<file path="src/rtl/sseg_pkg.sv">
// Shared types and helpers for the seven-segment scroll controller.
// Latency: none (package only).
// Backpressure: n/a.
package sseg_pkg;

    typedef enum logic {
        IDLE   = 1'b0,
        SCROLL = 1'b1
    } state_t;

    localparam int         MAX_DIGITS = 8;
    localparam logic [3:0] DP_OFF     = 4'b1111;

    typedef logic [3:0] hex_digit_t;

    // (pos + k) mod len for pos < len <= 8 and k <= 3. The sum is below
    // len + 3, so three conditional subtractions give the exact result even
    // for len = 1, where the window repeats the single digit four times.
    function automatic logic [2:0] win_idx(input logic [2:0] pos,
                                           input logic [1:0] k,
                                           input logic [3:0] len);
        logic [3:0] s;
        s = {1'b0, pos} + {2'b00, k};
        for (int i = 0; i < 3; i++) begin
            if (s >= len) begin
                s = s - len;
            end
        end
        return s[2:0];
    endfunction

endpackage

</file>
<file path="src/rtl/sseg_tick_gen.sv">
// Scroll-rate tick generator: free counter that fires every TICK_MAX+1 enabled clocks.
// Latency: tick is combinational from the count and en; count updates next edge.
// Backpressure: en=0 freezes the count; clr restarts it from 0 and overrides en.
//
// Ports: clk, rst (sync, active-high), clr (restart), en (count), tick (period strobe).
module sseg_tick_gen #(
    parameter int TICK_MAX = 49_999_999,
    parameter int CNT_W    = 26
) (
    input  logic clk,
    input  logic rst,
    input  logic clr,
    input  logic en,
    output logic tick
);

    localparam logic [CNT_W-1:0] CNT_LAST = CNT_W'(TICK_MAX);

    logic [CNT_W-1:0] cnt_q;

    assign tick = en && (cnt_q == CNT_LAST);

    always_ff @(posedge clk) begin
        if (rst || clr) begin
            cnt_q <= '0;
        end else if (tick) begin
            cnt_q <= '0;
        end else if (en) begin
            cnt_q <= cnt_q + 1'b1;
        end
    end

endmodule

</file>
<file path="src/rtl/sseg_scroll_ctrl.sv">
// Scrolls a 4-digit window circularly over a captured message of 1..8 hex digits.
// Latency: first window visible the cycle after acceptance; advance every TICK_MAX+1 unpaused clocks.
// Backpressure: msg_ready only in IDLE; pause freezes scrolling, stop aborts to IDLE.
//
// Ports: clk, rst (sync, active-high); msg_valid/msg_ready/msg_data/msg_dp/msg_len
// message handshake; pause, stop controls; hex3..hex0 digits (hex3 leftmost);
// dp_out active-low decimal points; busy, wrap, done status.
module sseg_scroll_ctrl
    import sseg_pkg::*;
#(
    parameter int TICK_MAX = 49_999_999,
    parameter int CNT_W    = 26,
    parameter int PASSES   = 0
) (
    input  logic        clk,
    input  logic        rst,
    input  logic        msg_valid,
    output logic        msg_ready,
    input  logic [31:0] msg_data,
    input  logic [7:0]  msg_dp,
    input  logic [3:0]  msg_len,
    input  logic        pause,
    input  logic        stop,
    output logic [3:0]  hex0,
    output logic [3:0]  hex1,
    output logic [3:0]  hex2,
    output logic [3:0]  hex3,
    output logic [3:0]  dp_out,
    output logic        busy,
    output logic        wrap,
    output logic        done
);

    state_t                         state_q, state_d;
    hex_digit_t [MAX_DIGITS-1:0]    digits_q;
    logic [MAX_DIGITS-1:0]          dp_q;
    logic [3:0]                     len_q;
    logic [2:0]                     pos_q;
    logic [7:0]                     pass_cnt_q;
    logic [7:0]                     pass_inc;
    logic                           accept;
    logic                           at_last;
    logic                           tick;
    logic                           tick_en;
    logic                           tick_clr;
    logic [2:0]                     idx0, idx1, idx2, idx3;

    // The counter is held clear in IDLE so the first scroll cycle starts at 0;
    // stop also clears it so an abort never leaves a stale phase behind.
    assign tick_en  = (state_q == SCROLL) && !pause;
    assign tick_clr = (state_q == IDLE) || stop;

    sseg_tick_gen #(
        .TICK_MAX (TICK_MAX),
        .CNT_W    (CNT_W)
    ) u_tick (
        .clk  (clk),
        .rst  (rst),
        .clr  (tick_clr),
        .en   (tick_en),
        .tick (tick)
    );

    assign at_last  = ({1'b0, pos_q} == (len_q - 4'd1));
    // Saturates so an endless scroll never rolls the pass count back to 0.
    assign pass_inc = (pass_cnt_q == 8'hFF) ? pass_cnt_q : pass_cnt_q + 8'd1;

    assign msg_ready = (state_q == IDLE);
    assign busy      = (state_q == SCROLL);

    always_comb begin
        state_d = state_q;
        accept  = 1'b0;
        wrap    = 1'b0;
        done    = 1'b0;
        case (state_q)
            IDLE: begin
                // A zero-length message still completes the handshake but is dropped.
                if (msg_valid && (msg_len != 4'd0)) begin
                    accept  = 1'b1;
                    state_d = SCROLL;
                end
            end
            SCROLL: begin
                if (stop) begin
                    state_d = IDLE;
                end else if (tick && at_last) begin
                    wrap = 1'b1;
                    if ((PASSES != 0) && (pass_inc == 8'(PASSES))) begin
                        done    = 1'b1;
                        state_d = IDLE;
                    end
                end
            end
            default: state_d = IDLE;
        endcase
    end

    always_ff @(posedge clk) begin
        if (rst) begin
            state_q <= IDLE;
        end else begin
            state_q <= state_d;
        end
    end

    always_ff @(posedge clk) begin
        if (rst) begin
            digits_q   <= '0;
            dp_q       <= '0;
            len_q      <= '0;
            pos_q      <= '0;
            pass_cnt_q <= '0;
        end else if (accept) begin
            for (int i = 0; i < MAX_DIGITS; i++) begin
                digits_q[i] <= msg_data[4*i +: 4];
            end
            dp_q       <= msg_dp;
            len_q      <= (msg_len > 4'(MAX_DIGITS)) ? 4'(MAX_DIGITS) : msg_len;
            pos_q      <= '0;
            pass_cnt_q <= '0;
        end else if ((state_q == SCROLL) && !stop && tick) begin
            pos_q <= at_last ? 3'd0 : pos_q + 3'd1;
            if (at_last) begin
                pass_cnt_q <= pass_inc;
            end
        end
    end

    // idxK is the message index shown K places right of the leftmost digit.
    assign idx0 = win_idx(pos_q, 2'd0, len_q);
    assign idx1 = win_idx(pos_q, 2'd1, len_q);
    assign idx2 = win_idx(pos_q, 2'd2, len_q);
    assign idx3 = win_idx(pos_q, 2'd3, len_q);

    always_comb begin
        hex3   = 4'h0;
        hex2   = 4'h0;
        hex1   = 4'h0;
        hex0   = 4'h0;
        dp_out = DP_OFF;
        if (state_q == SCROLL) begin
            hex3   = digits_q[idx0];
            hex2   = digits_q[idx1];
            hex1   = digits_q[idx2];
            hex0   = digits_q[idx3];
            dp_out = ~{dp_q[idx0], dp_q[idx1], dp_q[idx2], dp_q[idx3]};
        end
    end

endmodule
</file>
<file path="config.mk">
export PLATFORM = sky130hd
export DESIGN_NAME = sseg_scroll_ctrl
export DESIGN_NICKNAME = d
export VERILOG_FILES = /design/src/rtl/sseg_pkg.sv /design/src/rtl/sseg_tick_gen.sv /design/src/rtl/sseg_scroll_ctrl.sv
export SDC_FILE = /design/constraint.sdc
export NUM_CORES = 1
export LEC_CHECK = 0
export ABC_AREA = 0
export CAP_MARGIN = 20
export CELL_PAD_IN_SITES_DETAIL_PLACEMENT = 1
export CELL_PAD_IN_SITES_GLOBAL_PLACEMENT = 2
export CORE_UTILIZATION = 25
export CTS_BUF_LIST = sky130_fd_sc_hd__clkbuf_2
export DETAILED_ROUTE_END_ITERATION = 6
export PLACE_DENSITY = 0.7
export SYNTH_ARGS = -nofsm -noshare
export SYNTH_HDL_FRONTEND = slang
export SYNTH_SLANG_ARGS = --single-unit
</file>
<file path="constraint.sdc">
create_clock -name clk -period 13.4 [get_ports clk]
set_clock_uncertainty 0.05 [all_clocks]
set_input_delay 3.35 -clock clk [delete_from_list [all_inputs] [get_ports clk]]
set_output_delay 3.35 -clock clk [all_outputs]
set_load 0.03 [all_outputs]
</file>
======== Word-level counts from Yosys, hierarchy flattened ========
Cells that the tools add are included.
word-level totals
  register bits after elaboration ......... 74
  bits in latches ......................... 0
  memory bits (writable) .................. 0
  ROM bits ................................ 0
  input bits .............................. 49
  output and inout bits ................... 24
  word-level logic and storage cells ...... 107
  memories kept ........................... 0
cells by class
  add/sub/neg operators ................... 18
  $mul .................................... 0
  divide/modulo/power cells ............... 0
  order comparisons ....................... 17
  equal/unequal tests ..................... 2
  shift operators ......................... 0
  muxes and demuxes ....................... 42
  bitwise gates (word level) .............. 2
  reductions and logical operators ........ 13
operator list
  cell                   number
  $mux 4                 18
  $bmux 4 s3             4
  $ge 4x4->1             11
  $sub 4x4->4            7
  $add 26x1->26 const B  1
  $eq 26x26->1 const B   1
  $lt 3x4->1 const B     4
  $mux 3                 5
  $bmux 1 s3             4
  $sub 3x3->3            4
  $mux 1                 10
  $add 3x2->4 const B    2
  $logic_and 1x1->1      6
  $add 3x1->4 const B    1
  $eq 3x4->1             1
  $ge 3x4->1             1
  $gt 4x4->1 const B     1
  $not 4->4              1
  $reduce_bool 4->1      1
  $reduce_or 2->1        2
  $sub 3x4->4            1
  $sub 4x1->4 const B    1
  $add 3x1->3 const B    1
  $logic_not 1->1        2
  3 further kinds        4

======== Longest topological paths before layout ========
  word-level depth ........................ 11
  mapped depth ............................ 26
  gate-level depth less buffers ........... 24

======== Hierarchy ========
A second synthesis with hierarchy kept.
second synthesis, totals
  cell total of the unflattened synthesis .. 933
  area total of the unflattened synthesis .. 7,138.1 um^2
modules (own cells, without submodules)
  module            times used  cells an instance  area an instance (um^2)  sequential area each (um^2)
  sseg_scroll_ctrl  1           791                5,830.6                  960.9
  sseg_tick_gen     1           142                1,307.5                  520.5

======== Worst setup path before layout ========
No wires, ideal clock.
  path type ............................... reg-to-output
  from .................................... register len_q[1]
  to ...................................... output port dp_out[2]
  arrival ................................. 6,302 ps
  required time ........................... 10,000 ps
  path slack .............................. 3,698 ps
  stages on the path, launching flop included .. 21
  path buffers ............................ 1
  path through ............................ dfxtp_1 > inv_1 > fa_1 > o21bai_1 > a21boi_1 > or2_2 > ha_1 > and2_1 > o221a_2 > nor4b_4 > nor2_1 > ha_1 > fa_1 > a21boi_0 > o21ai_2 > nand2_1 > o31ai_1 > buf_4 > mux2i_1 > nor3_1 > nor4_1
between the ends
  longest elaborated chain between the ends .. 10
  elaborated cells between the ends (all ways) .. 13
  classes of those cells .................. add/sub: 3; order compare: 3; mux: 6; bitwise: 1
ends and longest elaborated chain
  item                                       line                            text
  start: declaration                         sseg_scroll_ctrl.sv:37          logic [3:0] len_q;
  start signal: assignment                   sseg_scroll_ctrl.sv:119         len_q <= (msg_len > 4'(MAX_DIGITS)) ? 4'(MAX_DIGITS) : msg_len;
  $sub 4x4->4 or $ge 4x4->1 (tied branches)  sseg_pkg.sv:26, sseg_pkg.sv:25
  $mux 4                                     sseg_pkg.sv:25                  if (s >= len) begin
  $sub 4x4->4 or $ge 4x4->1 (tied branches)  sseg_pkg.sv:26, sseg_pkg.sv:25
  $mux 4                                     sseg_pkg.sv:25
  $ge 4x4->1 or $sub 3x3->3 (tied branches)  sseg_pkg.sv:25, sseg_pkg.sv:26
  $mux 3 (*)                                 sseg_pkg.sv:25
  $bmux 1 s3 (*)                             sseg_scroll_ctrl.sv:147         dp_out = ~{dp_q[idx0], dp_q[idx1], dp_q[idx2], dp_q[idx3]};
  $mux 1 (implied by the code) (*)           sseg_scroll_ctrl.sv:147
  $not 4->4 (*)                              sseg_scroll_ctrl.sv:147
  $mux 4 (*)                                 sseg_scroll_ctrl.sv:142         if (state_q == SCROLL) begin
  end: declaration                           sseg_scroll_ctrl.sv:28          output logic [3:0] dp_out,
Mark *: on every way between the ends. The rest lies on a longest branch, timed or not. The select of a mux whose other input is x is not followed.

======== Worst setup path after layout ========
  from .................................... register pos_q[1]
  to ...................................... output port hex0[2]
between the ends
  longest elaborated chain between the ends .. 10
  elaborated cells between the ends (all ways) .. 13
  classes of those cells .................. add/sub: 4; order compare: 3; mux: 6
ends and longest elaborated chain
  item                                       line                            text
  start: declaration                         sseg_scroll_ctrl.sv:38          logic [2:0] pos_q;
  start signal: assignment                   sseg_scroll_ctrl.sv:123         pos_q <= at_last ? 3'd0 : pos_q + 3'd1;
  $add 3x2->4 (*)                            sseg_pkg.sv:23                  s = {1'b0, pos} + {2'b00, k};
  $sub 4x4->4 or $ge 4x4->1 (tied branches)  sseg_pkg.sv:26, sseg_pkg.sv:25
  $mux 4 (*)                                 sseg_pkg.sv:25
  $sub 4x4->4 or $ge 4x4->1 (tied branches)  sseg_pkg.sv:26, sseg_pkg.sv:25
  $mux 4 (*)                                 sseg_pkg.sv:25
  $ge 4x4->1 or $sub 3x3->3 (tied branches)  sseg_pkg.sv:25, sseg_pkg.sv:26
  $mux 3 (*)                                 sseg_pkg.sv:25
  $bmux 4 s3 (*)                             sseg_scroll_ctrl.sv:146         hex0 = digits_q[idx3];
  $mux 4 (implied by the code) (*)           sseg_scroll_ctrl.sv:146
  $mux 4 (*)                                 sseg_scroll_ctrl.sv:142
  end: declaration                           sseg_scroll_ctrl.sv:24          output logic [3:0] hex0,
Marked as above.

==> flow_metrics.tcl <==
set metrics [dict create \
    status "completed" \
    crit_chain "inv_1 -> ha_1 -> inv_1 -> ha_1 -> nand2b_1 -> a31oi_1 -> o32ai_1 -> ha_1 -> o21ai_1 -> a31oi_1 -> nor2_1 -> a21o_1 -> inv_1 -> fa_1 -> a21boi_0 -> o21ai_1 -> nand2_1 -> nand3_1 -> a21oi_1 -> or4_1 -> clkdlybuf4s50_1" \
    syn_inst 912 \
    fmax_mhz 87.1 \
    final_common_cell "nand2_1" \
    area_delta_synth_final_pct 16.5 \
    viasPerCell 5.09 \
    setup_violations 0 \
    start_kind "flop" \
    yosysWarningCount 0 \
    grt_max_degree 50 \
    wl_um 23400 \
    remaining_drc_errors 0 \
    synth.avg_cell_area_um2 7.77 \
    cts.path.max_buffers 2 \
    synth_edf_count 0 \
    num_vias 6816 \
    row_count 61 \
    dp.cells 1323 \
    track_usage_pct 16.4 \
    cts.sinks 74 \
    port_buffers 71 \
    dieArea_mm2 0.0290 \
    ys.flop_type "dfxtp_1" \
    grt_pass1_wl_um 37300 \
    crit-reg2reg-launch "len_q[0]" \
    clock_latency_ns 0.58 \
    clkTransAtPathRegs_ns 0.24 \
    fin_crit_ns 11.49 \
    yosys.area.top_type "dfxtp_1" \
    htreeDepth 3 \
    synth.cell_area_mm2 0.00708 \
    cp_slowest_cell "o21ai_1" \
    cap_violations 0 \
    ys_top_cells_by_area "dfxtp_1, ha_1, mux2i_1" \
    chipHeight_um 170 \
    fin_crit_sh_pct 85.7 \
    drive_above_1_share_pct 7.39 \
    ant_nets 0 \
    cts_hold_buf 0 \
    reg2reg_to "pos_q[2]" \
    setup_tns_ns 0 \
    async_flop_share_pct 0 \
    wl_per_cell_um 17.5 \
    min_from "u_tick.cnt_q[15]" \
    ys_ff_latch 74 \
    peakVddDrop_uv 60.1 \
    synth_fp_nets 1024 \
    post-cts-setup-buffers 0 \
    crit_type "flop to primary output" \
    cp.arrival_ns 8.09 \
    rsz0062_at_grt "no" \
    reg2regPathDepth 9 \
    power_density_mw_per_mm2 119 \
    antenna_found_initial 1 \
    ys_types 82 \
    synth_top_area_share_pct 20.9 \
    synth-seq-area-share_pct 20.9 \
    r2r_slack_ns 10.37 \
    worstHoldEndpoint "u_tick.cnt_q[15]" \
    slew-limit-headroom_pct 33.9 \
    core_area_mm2 0.0279 \
    cts_resized 0 \
    cp_top_family "compound AO/OA/AOI/OAI gates" \
    start_util_pct 25.4 \
    max_stage_delay_ns 0.78 \
    cts_tree "built" \
    final_max_slew_viol_count 0 \
    num_io_pins 73 \
    cp.required_ns 10.00 \
    endpoint_kind "primary output" \
    most-common-layout-cells "nand2_1, a21oi_1, dfxtp_1" \
    leakage_nw 3.08 \
    final_cells 1340 \
    nNetsFinal 1068 \
    worstHoldPathType "flop to flop" \
    crit_path_max_fanout 20 \
    hold_depth 2 \
    cts_buffers 9 \
    grt_pass1_vias 6813 \
    globalRouteOverflowTotal 0 \
    drtPass1Iterations 4 \
    dr.first_iter.drc_count 391 \
    hold_violations 0 \
    die_w_um 170 \
    place_hpwl_um 17400 \
    path_buf_inv 4 \
    routabilityCongestion 0.839 \
    worst_pin_slew_ns 0.985 \
    clockRootBuffer "clkbuf_2" \
]
state kept, by name (all words and copies together), names as in the netlist:
register,cells
digits_q,32
u_tick.cnt_q,26
dp_q,8
len_q,4
pos_q,3
busy,1
synth_stat cells, drive strengths merged (3+ instances only):
cell	count
clkbuf	29
nand2b	13
o21a	6
nor4	7
and2	9
and3	6
a31oi	7
nor3	30
fa	12
o22ai	10
a211oi	6
nor2b	11
o31ai	5
nand2	129
xor2	26
a21oi	100
o21bai	4
buf	17
or2	7
o32ai	3
nand4	7
mux2	11
o21ba	4
nor2	42
xnor2	11
or3	8
dfxtp	74
nor4b	3
nand3	34
inv	39
a21o	14
and4	3
o21ai	49
ha	51
o2111ai	4
or4	10
a221o	4
a21boi	7
o211ai	10
mux2i	58
nand3b	5
cell type report:
class | instances | area, µm²
fillers | 3392 | 19600
multi-input cells | 753 | 5270
flip-flops and latches | 74 | 1480
repair buffers | 79 | 766
well taps | 378 | 473
inverters | 39 | 146
clock inverters | 7 | 68.8
clock buffers | 9 | 45.0
diodes | 1 | 2.50
report_power, final:
part | internal (mW) | switching, mW | total [mW]
clock network | 0.0421 | 0.0994 | 0.141
registers | 0.229 | 0.0143 | 0.243
logic | 0.232 | 0.366 | 0.598
worst reg2reg max path, stage by stage (launching register included):
cell and delay (ns):
dfxtp_1 0.83, inv_1 0.11, ha_1 0.24, xor2_1 0.17, or3_1 0.37, a21o_1 0.18, a211oi_1 0.64, nor2_1 0.07
o21ai_0 0.19, a211oi_1 0.09
how the worst max path moves through the flow:
| stage | from | endpoint | slack, ns | cells after the start |
|---|---|---|---|---|
| floorplan | len_q[1] | dp_out[2] | 3.70 | 20 |
| global placement | pos_q[1] | hex0[2] | 2.77 | 22 |
| detailed placement | pos_q[1] | hex0[2] | 2.64 | 21 |
| CTS | pos_q[1] | hex0[2] | 1.91 | 21 |
| global route | pos_q[1] | hex0[2] | 1.38 | 21 |
| finish | pos_q[1] | hex0[2] | 1.91 | 21 |
cell families (layout without fill, tap and decap cells):
family,count (synthesis),after routing,share of synthesized area (%)
AO/OA/AOI/OAI,257,257,24.4
XOR/XNOR,37,37,4.58
adder cells (fa/ha/maj),63,63,12.4
buffers and inverters,85,134,5.16
flip-flops,74,74,20.9
multiplexers,69,69,9.95
other,1,2,0.0529
AND/OR/NAND/NOR,326,326,22.6
metal layers:
metal	vias up	track usage (%)	wire length, µm	share of wire [%]
li1	3376	-	-	-
met1	3315	23.0	11500	49
met2	104	26.5	10700	46
met3	21	2.26	875	3.7
met4	0	3.92	311	1.3
met5	-	0	0	0
stage by stage:
stage               power [mW]  instance area (µm²)  utilization (%)  hold WS [ns]  worst slack (ns)
detailed placement       0.844                 8140             29.2         0.451              2.64
global route              1.05                 8250             29.6         0.511              1.38
floorplan                0.691                 7080                -         0.416              3.70
CTS                      0.993                 8250             29.6         0.483              1.91
finish                   0.983                 8250             29.6         0.478              1.91
global placement         0.842                 8140             29.2         0.439              2.77
Power figures use the tool's default switching activity.
